===== src/rtl/arb_pkg.sv =====
// Shared definitions for the round-robin RAM bus arbiter.
//   arb_state_t     : arbiter FSM states
//   ARB_TMO_DEFAULT : hold limit loaded at reset
//   clog2_min1      : ceil(log2(n)), never less than 1, for index widths
package arb_pkg;

  typedef enum logic {
    IDLE  = 1'b0,
    GRANT = 1'b1
  } arb_state_t;

  localparam int ARB_TMO_DEFAULT = 64;

  // A single requester would otherwise give a zero-width index
  function automatic int clog2_min1(input int n);
    return (n <= 2) ? 1 : $clog2(n);
  endfunction

endpackage


===== src/rtl/rr_pick.sv =====
// Combinational round-robin winner selection.
//   req    : request vector, one bit per requester
//   ptr    : index of the most recent winner; the search starts just after it
//   winner : index of the first set request at or after ptr+1 (wrapping)
//   valid  : at least one request is set
module rr_pick
  import arb_pkg::*;
#(
  parameter int N     = 4,
  parameter int IDX_W = clog2_min1(N)
) (
  input  logic [N-1:0]     req,
  input  logic [IDX_W-1:0] ptr,
  output logic [IDX_W-1:0] winner,
  output logic             valid
);

  logic [IDX_W-1:0] start;
  logic [N-1:0]     rotated;
  logic [IDX_W-1:0] offset;
  logic [IDX_W:0]   sum;

  // Rotate so that bit 0 is the first candidate, take the lowest set bit,
  // then add the rotation back modulo N to recover the absolute index.
  always_comb begin
    start   = (ptr == IDX_W'(N - 1)) ? '0 : ptr + IDX_W'(1);
    rotated = N'({req, req} >> start);
    offset  = '0;
    for (int j = N - 1; j >= 0; j--) begin
      if (rotated[j]) offset = IDX_W'(j);
    end
    sum = {1'b0, offset} + {1'b0, start};
    if (sum >= (IDX_W + 1)'(N)) sum = sum - (IDX_W + 1)'(N);
    winner = sum[IDX_W-1:0];
    valid  = |req;
  end

endmodule


===== src/rtl/rr_bus_arbiter.sv =====
// N-way round-robin arbiter for one shared RAM port with a programmable
// hold limit. A holder is preempted after its limit only if someone else
// is waiting, and every handover passes through one idle cycle.
//   clock, reset (async, active-low)
//   en_timeout, timeout_value     : load a new hold limit (0 = never preempt)
//   req, r_wb_proc, addbus_proc,
//   datawritebus_proc             : per-requester level request and bus fields
//   ack, grant_id, bus_valid      : registered grant
//   r_wb_ram, addbus_ram,
//   datawritebus_ram              : holder's bus fields, idle values when no grant
//   timeout_pulse                 : one-cycle pulse on preemption
module rr_bus_arbiter
  import arb_pkg::*;
#(
  parameter  int NUM_REQ     = 4,
  parameter  int ADDR_W      = 12,
  parameter  int DATA_W      = 8,
  parameter  int TMO_W       = 8,
  parameter  int TMO_DEFAULT = ARB_TMO_DEFAULT,
  localparam int ID_W        = clog2_min1(NUM_REQ)
) (
  input  logic                      clock,
  input  logic                      reset,
  input  logic                      en_timeout,
  input  logic [TMO_W-1:0]          timeout_value,
  input  logic [NUM_REQ-1:0]        req,
  input  logic [NUM_REQ-1:0]        r_wb_proc,
  input  logic [NUM_REQ*ADDR_W-1:0] addbus_proc,
  input  logic [NUM_REQ*DATA_W-1:0] datawritebus_proc,
  output logic [NUM_REQ-1:0]        ack,
  output logic [ID_W-1:0]           grant_id,
  output logic                      bus_valid,
  output logic                      r_wb_ram,
  output logic [ADDR_W-1:0]         addbus_ram,
  output logic [DATA_W-1:0]         datawritebus_ram,
  output logic                      timeout_pulse
);

  arb_state_t       state;
  logic [TMO_W-1:0] lim;
  logic [TMO_W-1:0] lim_snap;
  logic [TMO_W-1:0] timer;
  logic [ID_W-1:0]  ptr;
  logic [ID_W-1:0]  winner;
  logic             pick_valid;
  logic             others_waiting;
  logic             timer_at_end;

  logic [ADDR_W-1:0] addr_arr [NUM_REQ];
  logic [DATA_W-1:0] data_arr [NUM_REQ];

  rr_pick #(
    .N     (NUM_REQ),
    .IDX_W (ID_W)
  ) u_pick (
    .req    (req),
    .ptr    (ptr),
    .winner (winner),
    .valid  (pick_valid)
  );

  // With lim_snap = 0 the compare value is all ones, so the timer simply
  // saturates there and the expiry branch is masked by the non-zero check.
  always_comb begin
    others_waiting = |(req & ~ack);
    timer_at_end   = (timer == lim_snap - TMO_W'(1));
  end

  // The limit register can be reloaded in any state; the running grant
  // keeps its own snapshot so a reload only affects the next grant.
  always_ff @(posedge clock or negedge reset) begin
    if (!reset) begin
      lim <= TMO_W'(TMO_DEFAULT);
    end else if (en_timeout) begin
      lim <= timeout_value;
    end
  end

  // Arbitration FSM with registered grant outputs. Leaving GRANT always
  // goes to IDLE so the bus sees one cycle with no owner between holders.
  always_ff @(posedge clock or negedge reset) begin
    if (!reset) begin
      state         <= IDLE;
      ack           <= '0;
      grant_id      <= '0;
      bus_valid     <= 1'b0;
      timeout_pulse <= 1'b0;
      timer         <= '0;
      lim_snap      <= TMO_W'(TMO_DEFAULT);
      ptr           <= ID_W'(NUM_REQ - 1);
    end else begin
      timeout_pulse <= 1'b0;
      case (state)
        IDLE: begin
          if (pick_valid) begin
            state     <= GRANT;
            ack       <= NUM_REQ'(1) << winner;
            grant_id  <= winner;
            bus_valid <= 1'b1;
            ptr       <= winner;
            timer     <= '0;
            lim_snap  <= lim;
          end
        end
        GRANT: begin
          if (!req[grant_id]) begin
            state     <= IDLE;
            ack       <= '0;
            grant_id  <= '0;
            bus_valid <= 1'b0;
          end else if (timer_at_end && (lim_snap != '0) && others_waiting) begin
            state         <= IDLE;
            ack           <= '0;
            grant_id      <= '0;
            bus_valid     <= 1'b0;
            timeout_pulse <= 1'b1;
          end else if (!timer_at_end) begin
            timer <= timer + TMO_W'(1);
          end
        end
        default: begin
          state     <= IDLE;
          ack       <= '0;
          grant_id  <= '0;
          bus_valid <= 1'b0;
        end
      endcase
    end
  end

  // Unpack the per-requester fields so the mux can index them by grant_id.
  always_comb begin
    for (int i = 0; i < NUM_REQ; i++) begin
      addr_arr[i] = addbus_proc[i*ADDR_W +: ADDR_W];
      data_arr[i] = datawritebus_proc[i*DATA_W +: DATA_W];
    end
  end

  // Output mux follows the registered grant, so it switches with ack.
  always_comb begin
    if (bus_valid) begin
      r_wb_ram         = r_wb_proc[grant_id];
      addbus_ram       = addr_arr[grant_id];
      datawritebus_ram = data_arr[grant_id];
    end else begin
      r_wb_ram         = 1'b1;
      addbus_ram       = '0;
      datawritebus_ram = '0;
    end
  end

endmodule


===== config.mk =====
export PLATFORM = sky130hd
export DESIGN_NAME = rr_bus_arbiter
export DESIGN_NICKNAME = d
export VERILOG_FILES = /design/src/rtl/arb_pkg.sv /design/src/rtl/rr_pick.sv /design/src/rtl/rr_bus_arbiter.sv
export SDC_FILE = /design/constraint.sdc
export NUM_CORES = 1
export LEC_CHECK = 0
export CORE_MARGIN = 2
export CORE_UTILIZATION = 44
export DETAILED_ROUTE_END_ITERATION = 10
export PLACE_DENSITY = 0.95
export SLEW_MARGIN = 10
export SYNTH_ARGS = -nofsm -noshare
export SYNTH_HDL_FRONTEND = slang
export SYNTH_HIERARCHICAL = 1
export SYNTH_SLANG_ARGS = --single-unit

===== constraint.sdc =====
create_clock -name clock -period 5.35 [get_ports clock]
set_clock_uncertainty 0.1 [all_clocks]
set_input_delay 1.07 -clock clock [delete_from_list [all_inputs] [get_ports clock]]
set_output_delay 1.07 -clock clock [all_outputs]
set_load 0.01 [all_outputs]

==> results.sh, run 1 <==
export IMPL_cp_max_fo=1
export IMPL_cp_arrival_ps=2660
export IMPL_yosysWarnings=6
export IMPL_fin_area_um2=4000
export IMPL_synth_ff_type="dfrtp_1"
export IMPL_drcViolationCount=0
export IMPL_synthCells=236
export IMPL_cts_tree="yes"
export IMPL_max_slew_margin_pct=30.5
export IMPL_cts_sinks=35
export IMPL_vdd_ir_drop_max_v=0.000331
export IMPL_dr_pass1_iters=4
export IMPL_post_cts_setup_buffers=0
export IMPL_syn_nets=339
export IMPL_num_fill_cells=425
export IMPL_synth_edff_count=0
export IMPL_rsz0062_at_grt="false"
export IMPL_synth_area_leader_cell="dfrtp_1"
export IMPL_viasPerCell=5.61
export IMPL_worst_pin_slew_ps=1040
export IMPL_dp_hpwl_mm=6.48
export IMPL_status="finished, final reports clean"
export IMPL_rows=27
export IMPL_numCtsBuffers=5
export IMPL_min_path_cells=1
export IMPL_dp_cells=423
export IMPL_avgSynthCellArea_um2=11.0
export IMPL_crit_start="addbus_proc[10]"
export IMPL_grt_pass1_wl_mm=12.3
export IMPL_cts_hold_buffers_added=0
export IMPL_initial_utilization_pct=46.3
export IMPL_cts_max_path_buffers=2
export IMPL_p_leak_nw=1.59
export IMPL_crit_type="input port to output port"
export IMPL_ys_ff_latch=35
export IMPL_cap_violations=0
export IMPL_wl_mm=8.09
export IMPL_slew_violations=0
export IMPL_io_pins=128
export IMPL_syn_area_um2=2600
export IMPL_power_density_nw_per_um2=423
export IMPL_final_cell_mix="clkdlybuf4s50_1 (127), dfrtp_1 (31), mux4_2 (22), and2_1 (22), nand2_1 (19)"
export IMPL_cts_repair_resized=0
export IMPL_htree_levels=2
export IMPL_clk_latency_ps=290
export IMPL_io_buffers=127
export IMPL_min_from="lim[4]$_DFFE_PN0P_"
export IMPL_ant_nets=0
export IMPL_synth_cell_types=43
export IMPL_finalHoldViolations=0
export IMPL_clock_fmax_mhz=261
export IMPL_utilization_pct=71.4
export IMPL_place_ws_ps=1520
export IMPL_endpoint_kind="output port"
export IMPL_fp_dieW_um=80.8
export IMPL_start_kind="input port"
export IMPL_core_um2=5610
export IMPL_worst_slack_ps=1520
export IMPL_grtUsageTotal_pct=24.9
export IMPL_die_h_um=80.8
export IMPL_final_common_cell="clkdlybuf4s50_1"
export IMPL_whs_ps=406
export IMPL_grt_max_degree=36
export IMPL_drt_iter0_drc=187
export IMPL_crit_required_ps=4180
export IMPL_drive_gt1_share_pct=16.2
export IMPL_routabilityCongestion=0.839
export IMPL_layout_area_overhead_vs_synth_pct=54.1
export IMPL_r2r_slack_ps=2640
export IMPL_grt_pass1_vias=2477
export IMPL_final_min_clock_period_ps=3830
export IMPL_ys_seq_area_share_pct=33.9
export IMPL_die_area_um2=6530
export IMPL_diodes=0
export IMPL_reg2reg_depth=6
export IMPL_total_power_mw=1.69
export IMPL_timing_rr_end="state$_DFF_PN0_"
export IMPL_fin_crit_sh_pct=71.5
export IMPL_fin_setup_tns_ps=0
export IMPL_hold_path_end="lim_snap[4]$_DFFE_PN0P_"
export IMPL_overflow=0
export IMPL_final_nets=461
export IMPL_antenna_found_initial=0
export IMPL_place_area_um2=3920
export IMPL_finalSetupViolCount=0
export IMPL_synthTopCellsByArea="dfrtp_1 (30%), mux4_2 (19%), mux2_2 (7.8%)"
export IMPL_fin_cells=431
export IMPL_async_reset_ff_share_pct=100
export IMPL_route_vias_total=2417
export IMPL_root_buffer="clkbuf_8"
export IMPL_worstReg2RegStart="lim_snap[0]$_DFFE_PN0P_"
export IMPL_clk_pin_slew_ps=60
export IMPL_min_path_type="flip-flop to flip-flop"
export IMPL_routedWlPerCell_um=18.8
export IMPL_synth_top_area_share_pct=29.9
## routing by layer
layer  vias to the layer above  track usage (%)  share of wire [%]
met1                      1152             25.4                 34
met3                        27             8.11                9.6
met4                         0             12.7                5.2
met2                       111             45.2                 52
met5                         -                0                  0
li1                       1127                -                  -
## state kept, by name, indices dropped and copies added, names as in the netlist
register,cells
timeout_pulse,1
ack,4
grant_id,2
lim,8
timer,8
state,1
ptr,2
lim_snap,8
bus_valid,1
## how the worst max path moves through the flow
stage                     slack (ps)             end
after CTS                       1520   addbus_ram[3]
after global placement          1530   addbus_ram[3]
final                           1520  addbus_ram[10]
after detailed placement        1520   addbus_ram[2]
after global routing            1480   addbus_ram[3]
after floorplan                 2200   addbus_ram[0]
## area by class of cell
class                   instances  area (um2)  share of cell area [%]
inverters                       8        30.0                   0.750
flip-flops and latches         35         881                    22.0
clock inverters                 1        5.00                   0.125
clock buffers                   7        76.3                    1.91
well taps                      72        90.1                    2.25
repair buffers                129        1290                    32.1
multi-input cells             179        1630                    40.8
## synthesized netlist by cell type, types with 3 or more instances
cell,n
xor2_1,3
mux2i_1,13
nor2b_1,5
clkbuf_1,11
buf_1,3
nand2_1,19
nor2_1,9
mux2_2,18
o21ai_0,8
nand4_1,3
nand3_1,3
ha_1,4
nor3_1,5
dfstp_2,4
xnor2_1,5
o22ai_1,9
and2_1,22
mux4_2,22
inv_1,8
nand2b_1,5
dfrtp_1,31
## kinds of logic after synthesis
| group | Yosys count | share of synthesized area, % |
|---|---|---|
| and+or+nand+nor | 79 | 16.8 |
| muxes | 53 | 31.9 |
| AOI/OAI and AO/OA | 35 | 9.54 |
| DFF | 35 | 33.9 |
| buffers and inverters | 22 | 3.18 |
| xor gates and xnor gates | 8 | 2.70 |
| adders and majority gates | 4 | 1.93 |
## critical path: stages
cell	delay, ps
clkdlybuf4s50_1	410
mux4_2	510
and2_1	180
clkdlybuf4s50_1	480
## power by group
part | internal (mW) | total [mW] | leakage [nW] | switching, mW
Clock | 0.0912 | 0.183 | 0.0422 | 0.0914
Sequential | 0.350 | 0.487 | 0.431 | 0.136
Combinational | 0.587 | 1.02 | 1.12 | 0.437
Power figures use the tool's default switching activity.
==> run 2, diff against run 1 <==
--- a/config.mk
+++ b/config.mk
@@ -6,9 +6,9 @@
 export NUM_CORES = 1
 export LEC_CHECK = 0
 export CORE_MARGIN = 2
-export CORE_UTILIZATION = 44
+export CORE_UTILIZATION = 37
 export DETAILED_ROUTE_END_ITERATION = 10
-export PLACE_DENSITY = 0.95
+export PLACE_DENSITY = 0.88
 export SLEW_MARGIN = 10
 export SYNTH_ARGS = -nofsm -noshare
 export SYNTH_HDL_FRONTEND = slang
==> constraint.sdc (replaced) <==
create_clock -name clock -period 3.35 [get_ports clock]
set_clock_uncertainty 0.1 [all_clocks]
set_input_delay 0.67 -clock clock [delete_from_list [all_inputs] [get_ports clock]]
set_output_delay 0.67 -clock clock [all_outputs]
set_load 0.01 [all_outputs]
==> run 2 against run 1 <==
Against the previous run: sequential power grew 52%; total power increased by 59%; design area up 1.6%; first-iteration DRC count shrank 62%; critical endpoint is now datawritebus_ram[7]; combinational power increased by 62%; count of clock-buffer cells in the layout down 1; largest cell class unchanged; sequential share of layout area decreased by 0.35 points.
==> results.sh, run 2 (same netlist as run 1, synthesis figures left out) <==
export IMPL_status="finished, final reports clean"
export IMPL_clock_fmax_mhz=330
export IMPL_worst_slack_ps=319
export IMPL_layout_area_overhead_vs_synth_pct=56.6
export IMPL_die_area_um2=7700
export IMPL_crit_start="grant_id[0]$_DFFE_PN0P_"
export IMPL_grt_pass1_vias=2389
export IMPL_final_cell_mix="clkdlybuf4s50_1 (127), dfrtp_1 (31), mux4_2 (22), and2_1 (22), nand2_1 (19)"
export IMPL_crit_type="flip-flop to output port"
export IMPL_num_fill_cells=543
export IMPL_grt_pass1_wl_mm=11.5
export IMPL_wl_mm=7.53
export IMPL_min_path_cells=1
export IMPL_initial_utilization_pct=38.2
export IMPL_worstReg2RegStart="lim_snap[0]$_DFFE_PN0P_"
export IMPL_max_slew_margin_pct=51.6
export IMPL_min_path_type="flip-flop to flip-flop"
export IMPL_cp_arrival_ps=2260
export IMPL_clk_latency_ps=290
export IMPL_io_buffers=127
export IMPL_fin_setup_tns_ps=0
export IMPL_rsz0062_at_grt="false"
export IMPL_vdd_ir_drop_max_v=0.000444
export IMPL_die_h_um=87.8
export IMPL_root_buffer="clkbuf_8"
export IMPL_r2r_slack_ps=620
export IMPL_p_leak_nw=1.61
export IMPL_rows=30
export IMPL_cts_sinks=35
export IMPL_antenna_found_initial=0
export IMPL_post_cts_setup_buffers=0
export IMPL_overflow=0
export IMPL_fin_area_um2=4070
export IMPL_drive_gt1_share_pct=17.4
export IMPL_clk_pin_slew_ps=70
export IMPL_dp_cells=451
export IMPL_final_common_cell="clkdlybuf4s50_1"
export IMPL_finalHoldViolations=0
export IMPL_p_sw_share_pct=38.3
export IMPL_numCtsBuffers=5
export IMPL_finalSetupViolCount=0
export IMPL_total_power_mw=2.69
export IMPL_top_regs="lim (8), lim_snap (8), timer (8)"
export IMPL_drcViolationCount=0
export IMPL_viasPerCell=5.29
export IMPL_final_min_clock_period_ps=3030
export IMPL_start_kind="flip-flop"
export IMPL_fp_dieW_um=87.8
export IMPL_drt_iter0_drc=71
export IMPL_routabilityCongestion=0.818
export IMPL_ant_nets=0
export IMPL_critPathTopFamily="buffers and inverters"
export IMPL_reg2reg_depth=6
export IMPL_cts_repair_resized=0
export IMPL_crit_required_ps=2580
export IMPL_fin_crit_sh_pct=90.5
export IMPL_slowest_delay_ps=530
export IMPL_pwr_share_clk_pct=10.9
export IMPL_htree_levels=2
export IMPL_io_pins=128
export IMPL_power_density_nw_per_um2=661
export IMPL_dr_pass1_iters=4
export IMPL_path_cells="buf_4 > mux4_2 > and2_1 > clkdlybuf4s50_1"
export IMPL_diodes=0
export IMPL_slew_violations=0
export IMPL_timing_rr_end="ack[1]$_DFFE_PN0P_"
export IMPL_route_vias_total=2430
export IMPL_place_area_um2=3980
export IMPL_cts_tree="yes"
export IMPL_dp_hpwl_mm=6.00
export IMPL_fin_cells=459
export IMPL_place_ws_ps=353
export IMPL_intPower_mw=1.66
export IMPL_min_from="lim[4]$_DFFE_PN0P_"
export IMPL_critPathBufInv=2
export IMPL_cp_slowest_cell="mux4_2"
export IMPL_cp_max_fo=13
export IMPL_routedWlPerCell_um=16.4
export IMPL_hold_path_end="lim_snap[4]$_DFFE_PN0P_"
export IMPL_endpoint_kind="output port"
export IMPL_p_switching_mw=1.03
export IMPL_worst_pin_slew_ps=720
export IMPL_core_um2=6790
export IMPL_cts_max_path_buffers=2
export IMPL_cts_hold_buffers_added=0
export IMPL_grt_max_degree=36
export IMPL_combPwrFrac_pct=61.6
export IMPL_whs_ps=409
export IMPL_final_nets=465
export IMPL_power_frac_seq_pct=27.5
export IMPL_utilization_pct=59.8
export IMPL_grtUsageTotal_pct=19.2
export IMPL_cap_violations=0
## run 2: routing by layer
layer / GRT usage [%] / vias up / share of wire (%)
li1: - / 1133 / -
met1: 20.0 / 1185 / 36
met2: 37.3 / 101 / 54
met3: 5.47 / 11 / 9.2
met4: 5.17 / 0 / 1.5
met5: 0 / - / 0
## run 2: power by group through the flow
stage | clock network (mW) | registers [mW] | logic, mW
after CTS | 0.301 | 0.742 | 1.67
after global placement | 0 | 0.738 | 1.60
after global routing | 0.316 | 0.774 | 1.79
final | 0.293 | 0.740 | 1.65
after detailed placement | 0 | 0.750 | 1.66
after floorplan | 0 | 0.678 | 1.07
## run 2: final cells by class
| type | instances | area [um2] | area share (%) |
|---|---|---|---|
| multi-input cells | 179 | 1630 | 40.2 |
| well taps | 96 | 120 | 2.95 |
| flip-flops and latches | 35 | 881 | 21.7 |
| clock inverters | 2 | 12.5 | 0.308 |
| inverters | 8 | 30.0 | 0.739 |
| repair buffers | 133 | 1320 | 32.4 |
| clock buffers | 6 | 72.6 | 1.79 |
## run 2: worst max path at each step
| stage | to | slack [ps] | depth (start not counted) |
|---|---|---|---|
| final | datawritebus_ram[7] | 320 | 4 |
| after global routing | datawritebus_ram[7] | 210 | 4 |
| after CTS | datawritebus_ram[7] | 270 | 4 |
| after detailed placement | datawritebus_ram[7] | 350 | 4 |
| after global placement | datawritebus_ram[7] | 320 | 4 |
| after floorplan | addbus_ram[0] | 600 | 4 |
==> run 3, diff against run 2 <==
--- a/config.mk
+++ b/config.mk
@@ -5,6 +5,7 @@
 export SDC_FILE = /design/constraint.sdc
 export NUM_CORES = 1
 export LEC_CHECK = 0
+export CORE_ASPECT_RATIO = 0.9
 export CORE_MARGIN = 2
 export CORE_UTILIZATION = 37
 export DETAILED_ROUTE_END_ITERATION = 10
==> run 3 against run 2 <==
Against the previous run: clock power up 5%; maximum frequency down 2.3%; non-clock buffer count down 1; sequential share of layout area down 0.093 points; largest cell class unchanged; count of clock-buffer cells in the layout down 1; register-to-register slack about the same; total power up 1.7%; combinational power about the same.
==> results.sh, run 3 (same netlist as run 1, synthesis figures left out) <==
export IMPL_finalHoldViolations=0
export IMPL_finalSetupViolCount=0
export IMPL_fin_crit_sh_pct=92.6
export IMPL_diodes=0
export IMPL_cts_hold_buffers_added=0
export IMPL_grt_use_met3_pct=5.42
export IMPL_grt_pass1_vias=2470
export IMPL_vdd_ir_drop_max_v=0.000402
export IMPL_dp_cells=444
export IMPL_clock_fmax_mhz=322
export IMPL_numCtsBuffers=5
export IMPL_crit_required_ps=2580
export IMPL_cap_violations=0
export IMPL_clk_pin_slew_ps=70
export IMPL_top_regs="lim (8), lim_snap (8), timer (8)"
export IMPL_route_vias_total=2415
export IMPL_final_nets=464
export IMPL_rsz0062_at_grt="false"
export IMPL_final_min_clock_period_ps=3100
export IMPL_core_um2=6690
export IMPL_r2r_slack_ps=630
export IMPL_grtUsageMet2_pct=35.1
export IMPL_path_cells="buf_12 > mux4_2 > and2_1 > clkdlybuf4s50_1"
export IMPL_rows=28
export IMPL_grt_busiest_layer="met2"
export IMPL_post_cts_setup_buffers=0
export IMPL_layout_area_overhead_vs_synth_pct=57.3
export IMPL_status="finished, final reports clean"
export IMPL_crit_type="flip-flop to output port"
export IMPL_cts_tree="yes"
export IMPL_dr_pass1_iters=4
export IMPL_endpoint_kind="output port"
export IMPL_drive_gt1_share_pct=17.4
export IMPL_antenna_found_initial=0
export IMPL_cts_sinks=35
export IMPL_use_met1_pct=22.5
export IMPL_io_buffers=127
export IMPL_grt_pass1_wl_mm=12.2
export IMPL_fp_dieW_um=92.3
export IMPL_start_kind="flip-flop"
export IMPL_slowest_delay_ps=580
export IMPL_cts_repair_resized=0
export IMPL_die_area_um2=7700
export IMPL_ant_nets=0
export IMPL_min_path_type="flip-flop to flip-flop"
export IMPL_routedWlPerCell_um=16.9
export IMPL_wl_mm=7.63
export IMPL_final_cell_mix="clkdlybuf4s50_1 (127), dfrtp_1 (31), mux4_2 (22), and2_1 (22), nand2_1 (19)"
export IMPL_clk_latency_ps=300
export IMPL_initial_utilization_pct=38.8
export IMPL_drcViolationCount=0
export IMPL_htree_levels=2
export IMPL_grt_max_degree=36
export IMPL_cp_slowest_cell="dfrtp_1"
export IMPL_slew_violations=0
export IMPL_dp_hpwl_mm=6.16
export IMPL_max_slew_margin_pct=52.8
export IMPL_whs_ps=413
export IMPL_final_common_cell="clkdlybuf4s50_1"
export IMPL_root_buffer="clkbuf_8"
export IMPL_drt_iter0_drc=41
export IMPL_p_leak_nw=1.61
export IMPL_grtUsageTotal_pct=19.7
export IMPL_routabilityCongestion=0.840
export IMPL_io_pins=128
export IMPL_cts_max_path_buffers=2
export IMPL_worst_pin_slew_ps=706
export IMPL_viasPerCell=5.34
export IMPL_die_h_um=83.5
export IMPL_fin_cells=452
export IMPL_overflow=0
export IMPL_cp_arrival_ps=2330
export IMPL_cp_max_fo=19
export IMPL_power_density_nw_per_um2=669
export IMPL_fin_setup_tns_ps=0
==> run 3: cell types whose count changed in the layout (fill, tap and decap cells not counted) <==
cell	change
clkinv_2	-1
inv_6	+1
buf_12	+2
clkinvlp_4	+1
clkbuf_1	-1
buf_4	-3
==> run 3: area by class of cell <==
cell class | count | area (um2)
Inverter | 8 | 30.0
Multi-Input combinational cell | 179 | 1630
Tap cell | 90 | 113
Sequential cell | 35 | 881
Timing Repair Buffer | 132 | 1330
Clock buffer | 5 | 68.8
Fill cell | 532 | 2610
Clock inverter | 3 | 23.8
==> run 3: path summary, 6_finish.rpt <==
path / startpoint / endpoint / depth (start not counted)
min in group asynchronous: reset / lim[5]$_DFFE_PN0P_ / 2
worst min register to register: lim[7]$_DFFE_PN0P_ / lim[7]$_DFFE_PN0P_ / 1
worst max-delay path: grant_id[0]$_DFFE_PN0P_ / datawritebus_ram[7] / 4
worst min-delay path: lim[7]$_DFFE_PN0P_ / lim[7]$_DFFE_PN0P_ / 1
worst max register to register: lim_snap[2]$_DFFE_PN0P_ / grant_id[1]$_DFFE_PN0P_ / 6
max in group asynchronous: reset / ptr[0]$_DFFE_PN1P_ / 2
==> run 3: routing by layer <==
metal	vias to the layer above	wire length, um
li1	1136	-
met1	1159	2890
met2	99	3900
met3	21	574
met4	0	258
met5	-	0
==> run 3: critical path, delay by kind of cell (launching register included) <==
kind,cells,cell delay (ps)
buffers and inverters,2,770
DFF,1,580
muxes,1,520
and+or+nand+nor,1,170
==> run 3: stage by stage <==
| step | util, % | instance area, um2 | power, mW | setup slack, ps |
|---|---|---|---|---|
| floorplan | - | 2600 | 1.75 | 596 |
| global placement | 59.6 | 3990 | 2.38 | 336 |
| detailed placement | 59.6 | 3990 | 2.44 | 341 |
| CTS | 61.0 | 4080 | 2.75 | 220 |
| global route | 61.0 | 4080 | 2.93 | 133 |
| finish | 61.0 | 4080 | 2.73 | 249 |
==> run 3: report_power, final <==
part | internal [mW] | switching (mW) | leakage (nW) | total, mW
Combinational | 0.969 | 0.689 | 1.14 | 1.66
Clock | 0.148 | 0.161 | 0.0408 | 0.309
Sequential | 0.559 | 0.205 | 0.431 | 0.765
Total | 1.68 | 1.06 | 1.61 | 2.73
